[config.mk]
export PLATFORM = sky130hd
export DESIGN_NAME = regfile_pipe
export DESIGN_NICKNAME = d
export VERILOG_FILES = /design/src/rtl/regfile_pipe.sv
export SDC_FILE = /design/constraint.sdc
export NUM_CORES = 1
export LEC_CHECK = 0
export CAP_MARGIN = 20
export CORE_MARGIN = 2
export CORE_UTILIZATION = 64
export CTS_BUF_LIST = sky130_fd_sc_hd__clkbuf_8
export DETAILED_ROUTE_END_ITERATION = 8
export PLACE_DENSITY = 0.86
export RECOVER_POWER = 100
export SLEW_MARGIN = 10
export SYNTH_ARGS = -nofsm -noshare
export SYNTH_HDL_FRONTEND = slang
export SYNTH_SLANG_ARGS = --single-unit
[constraint.sdc]
create_clock -name clk -period 4.7 [get_ports clk]
set_clock_uncertainty 0.2 [all_clocks]
set_input_delay 0.705 -clock clk [delete_from_list [all_inputs] [get_ports clk]]
set_output_delay 0.705 -clock clk [all_outputs]
set_load 0.005 [all_outputs]
[src/rtl/regfile_pipe.sv]
// Multi-port register file with power-on clear FSM, write bypass and a
// per-register pending-write scoreboard.
module regfile_pipe #(
   parameter int ADDRESS_WIDTH = 5,
   parameter int DATA_WIDTH    = 32,
   parameter int READ_PORTS    = 2,
   parameter bit BYPASS        = 1'b1,
   parameter int A0_INDEX      = 10
) (
   input  logic                                clk,
   input  logic                                rst,
   input  logic [READ_PORTS*ADDRESS_WIDTH-1:0] ad,
   output logic [READ_PORTS*DATA_WIDTH-1:0]    rd,
   output logic [READ_PORTS-1:0]               busy,
   input  logic [ADDRESS_WIDTH-1:0]            ad3,
   input  logic [DATA_WIDTH-1:0]               wd3,
   input  logic                                we3,
   input  logic                                issue_valid,
   input  logic [ADDRESS_WIDTH-1:0]            issue_rd,
   output logic                                ready,
   output logic [DATA_WIDTH-1:0]               a0
);

   localparam int AW   = ADDRESS_WIDTH;
   localparam int DW   = DATA_WIDTH;
   localparam int NREG = 1 << AW;

   localparam logic [AW-1:0] LAST    = AW'(NREG - 1);
   localparam logic [AW-1:0] A0_ADDR = AW'(A0_INDEX);

   typedef enum logic {
      CLEAR,
      RUN
   } state_t;

   state_t          state;
   state_t          state_nx;
   logic [AW-1:0]   cnt;
   logic [AW-1:0]   cnt_nx;
   logic [NREG-1:0] sb;
   logic [NREG-1:0] sb_nx;

   logic            mem_we;
   logic [AW-1:0]   mem_wa;
   logic [DW-1:0]   mem_wd;
   logic [DW-1:0]   mem [NREG];

   always_ff @(posedge clk) begin
      if (rst) begin
         state <= CLEAR;
         cnt   <= '0;
         sb    <= '0;
      end else begin
         state <= state_nx;
         cnt   <= cnt_nx;
         sb    <= sb_nx;
      end
   end

   // Set is applied after clear so a same-edge reissue keeps the register busy.
   always_comb begin
      state_nx = state;
      cnt_nx   = cnt;
      sb_nx    = sb;
      mem_we   = 1'b0;
      mem_wa   = ad3;
      mem_wd   = wd3;
      ready    = 1'b0;
      unique case (state)
         CLEAR: begin
            mem_we = 1'b1;
            mem_wa = cnt;
            mem_wd = '0;
            cnt_nx = cnt + 1'b1;
            if (cnt == LAST) begin
               state_nx = RUN;
            end
         end
         RUN: begin
            ready  = 1'b1;
            mem_we = we3 && (ad3 != '0);
            if (we3) begin
               sb_nx[ad3] = 1'b0;
            end
            if (issue_valid && (issue_rd != '0)) begin
               sb_nx[issue_rd] = 1'b1;
            end
         end
         default: begin
            state_nx = CLEAR;
         end
      endcase
   end

   // Storage carries no reset; the CLEAR sweep is what zeroes it.
   always_ff @(posedge clk) begin
      if (mem_we) begin
         mem[mem_wa] <= mem_wd;
      end
   end

   for (genvar i = 0; i < READ_PORTS; i++) begin : g_rd
      logic [AW-1:0] a;
      logic          live;
      logic          hit;
      logic          reissue;

      assign a       = ad[i*AW +: AW];
      assign live    = ready && (a != '0);
      assign hit     = BYPASS && we3 && (ad3 == a);
      assign reissue = issue_valid && (issue_rd == a);

      assign rd[i*DW +: DW] = !live ? '0
                            : hit   ? wd3
                            :         mem[a];

      assign busy[i] = live && sb[a] && !(hit && !reissue);
   end

   assign a0 = (ready && (A0_ADDR != '0)) ? mem[A0_ADDR] : '0;

endmodule

==> results.md <==
* EDFF count, synth at 1024
* Cell count after synthesis at 3036
* Top FF cell, synth: edfxtp_1
* Crit. Startpoint: ad3[0]
* Ratio of cells with drive above 1 in the final layout at 25.0%
* Crit. End Element: output port
* Critical path class: in2out
* DRT Pass-1 Iters at 6
* Fin. max-slew vios at 604
* Capturing point of the worst reg2reg path: mem[23][4]
* Final setup fails at 0
* Yosys cell types at 57
* CP cell instances: clkdlybuf4s50_1 -> xnor2_1 -> nand4_1 -> or3_4 -> nor3b_2 -> buf_4 -> a221o_1 -> clkdlybuf4s50_1
* Starting DRT DRC Count at 5864
* Most frequent CP cell: clkdlybuf4s50_1
* CP max stage delay at 0.70 ns
* First-pass GRT wire length at 230000 um
* TritonCTS buffer count at 164
* Multi-input gate area at 18500 um2
* Pwr per Cell Area at 337 nW/um2
* Maximum vdd drop at 0.000285 V
* Drc violations at 0
* Area grow syn2layout at 12.7%
* Die width at 287 um
* Hold WC Path Type: reg2reg
* Worst EP required at 3.80 ns
* CP max FO at 18
* Largest net degree at the start of global routing at 59
* Sequential standard cell area at 31500 um2
* Sequential fraction of the synthesis area at 61.6%
* Hpwl dp at 97000 um
* Syn nets at 3094
* CTS Hold Bufs at 0
* Starting Density at 64.8%
* Post-CTS Setup Inserts at 0
* Initial antenna violation count at 7
* Clk Tree Root Cell: clkbuf_8
* MaxCap Viol Count at 28
* Cell Area, Synth at 51200 um2
* Setup total negative slack at 0 ns
* Die area at 82200 um2
* CP delay by family, top: buffers and inverters
* Failing checks: max-capacitance violations, max-slew violations
* Post-route ant nets at 0
* RSZ-0062 raised after global routing: no
* Leak at 18.7 nW
* GRT Overall Usage at 38.9%
* Htree depth at 4
* I/O Pins at 155
* Post_cts resized at 0
* Rows at 103
* GR Overflow Total at 0
* Status: finished with violations
* Critical path buffer and inverter count at 3
* Synth async-reset ratio at 0%
* Synthesized flop and latch total at 1062
* GP Congestion at 0.902
* Worst-case reg-to-reg path depth at 5
* CTS sink cnt at 1062
* Fin nets at 3354
* Core Region at 79000 um2
* Hold Path Depth at 2
* Vias per std cell at 7.78
* Worst-Margin Slew at 2.37 ns
* Fillers at 4404
* Buffers added on ports at 154
* Worst Setup EP: rd[41]
* CP max stage cell: clkdlybuf4s50_1
* Post-layout util at 73.0%
* Yosys warnings at 0
* WP data arrival at 3.69 ns
* Fmax at 0.217 GHz
* Clk_lat worst skew at 0.79 ns
* Drt total wl at 159000 um
* Final Hold Viols at 0
* Slew HR at -58.3%
* Vias in the first global route at 35708
* Critical path depth at 8
* CTS tree: yes
* Longest Clk Path Bufs at 3
* Syn_area_per_cell at 16.9 um2
* Vias at 34814
* Drt wl/cell at 35.6 um
* Die H at 287 um
* Startpoint type of the worst setup path: primary input
* Non-Filler Instances at 4476
* Cell count after placement at 4166
* R2r setup slk at 0.10 ns
* RR Startpoint: state
* Post-route minimum period at 4.60 ns
* Clock Pin Slew Worst Setup and Hold Paths at 0.05 ns
* Final period util at 97.8%
-- metal layers --
layer | wire (um) | GRT usage (%) | part of all wire, %
met2 | 73200 | 59.7 | 46
met1 | 48700 | 48.0 | 31
met3 | 24400 | 11.7 | 15
met5 | 33 | 0 | 0.021
met4 | 13000 | 27.2 | 8.1
-- registers in the layout, indices dropped and copies added, names as in the netlist --
register and flops:
state 1, sb 32, cnt 5, mem 1024
-- how the worst min path moves through the flow --
stage               startpoint      to  slack (ns)
detailed placement      sb[25]  sb[25]        0.28
global placement         sb[6]   sb[6]        0.27
finish                  sb[27]  sb[27]        0.30
floorplan               sb[22]  sb[22]        0.26
global route             sb[2]   sb[2]        0.32
CTS                     sb[22]  sb[22]        0.30
-- stage by stage --
stage | hold slack, ns | area (um2) | total power [W] | setup WS, ns
CTS | 0.296 | 57900 | 0.0194 | 0.194
finish | 0.297 | 57700 | 0.0194 | 0.102
detailed placement | 0.284 | 54900 | 0.0123 | 0.212
global placement | 0.269 | 54900 | 0.0122 | 0.00360
global route | 0.316 | 57700 | 0.0199 | 0.0285
floorplan | 0.260 | 51200 | 0.0117 | 1.23
-- cells by family (layout without fill, tap and decap cells) --
family                     after synthesis  after routing  synth area share (%)
and+or+nand+nor                        402            402                  3.85
xor gates and xnor gates                22             22                 0.377
muxes                                  696            696                  22.8
adders and majority gates                2              2                0.0489
buffers and inverters                  264            651                  2.85
AOI/OAI and AO/OA                      588            588                  8.49
DFF                                   1062           1062                  61.6
other                                    0              3                     0
-- cells in the mapped netlist (all sizes together) (2+ instances only) --
master	instances	area share, %
a21oi	97	0.95
o21ai	96	0.94
clkbuf	103	0.76
nor2	120	0.89
or3	2	0.034
inv	4	0.029
a221o	62	1.2
buf	156	2.1
nand3b	3	0.044
o211ai	2	0.029
nand3	46	0.45
a21boi	3	0.044
xnor2	11	0.19
o221ai	31	0.53
nor3	8	0.078
and3	2	0.024
a221oi	128	2.2
xor2	11	0.19
mux2i	264	5.2
and2	66	0.81
nor4	4	0.061
nand2	86	0.63
mux2	63	1.4
mux4	369	16
nor3b	6	0.088
nor2b	45	0.55
nand4	4	0.049
a22oi	100	1.5
dfxtp	38	1.5
nand4b	2	0.034
o21bai	32	0.47
ha	2	0.049
edfxtp	1024	60
nand2b	5	0.061
o311ai	31	0.55
-- layout make-up --
class,count,share of cell area (%)
antenna,3,0.0130
clock buffer,166,3.96
clock inverter,127,1.29
inverter,5,0.0326
multi-input combinational,1710,32.0
sequential,1062,54.7
tap,1050,2.28
timing repair buffer,353,5.74
-- cells in the final DEF, fill, tap and decap left out, types with 8 or more instances in the layout --
cell / instances
xor2_1: 11
o21ai_0: 64
a221o_1: 62
nor2_1: 89
clkinv_2: 21
nor2_4: 29
nor2b_1: 41
a22oi_1: 100
a21oi_1: 97
o21bai_1: 32
mux4_2: 369
nand3_1: 46
clkbuf_8: 166
clkbuf_2: 31
buf_12: 36
clkbuf_1: 32
nand2_1: 86
xnor2_1: 11
buf_4: 90
mux2_2: 63
clkdlybuf4s50_1: 128
dfxtp_1: 37
mux2i_1: 264
edfxtp_1: 1024
o311ai_0: 22
o221ai_1: 31
clkinv_1: 39
dlygate4sd3_1: 18
and2_1: 12
a221oi_1: 127
o311ai_1: 8
and2_0: 53
o21ai_1: 32
inv_1: 53
-- worst reg2reg max path: cells and delay by family, from the launching register on --
| family | cells | cell delay [ns] |
|---|---|---|
| AOI/OAI and AO/OA | 1 | 1.25 |
| buffers and inverters | 2 | 1.49 |
| and+or+nand+nor | 2 | 0.25 |
| DFF | 1 | 0.84 |
-- where the power goes --
part | internal [W] | total [W] | switching [W]
logic | 0.000715 | 0.00173 | 0.00101
registers | 0.0103 | 0.0104 | 0.0000511
clock network | 0.00364 | 0.00731 | 0.00367
Note: power is estimated with default switching activity, not from simulation.
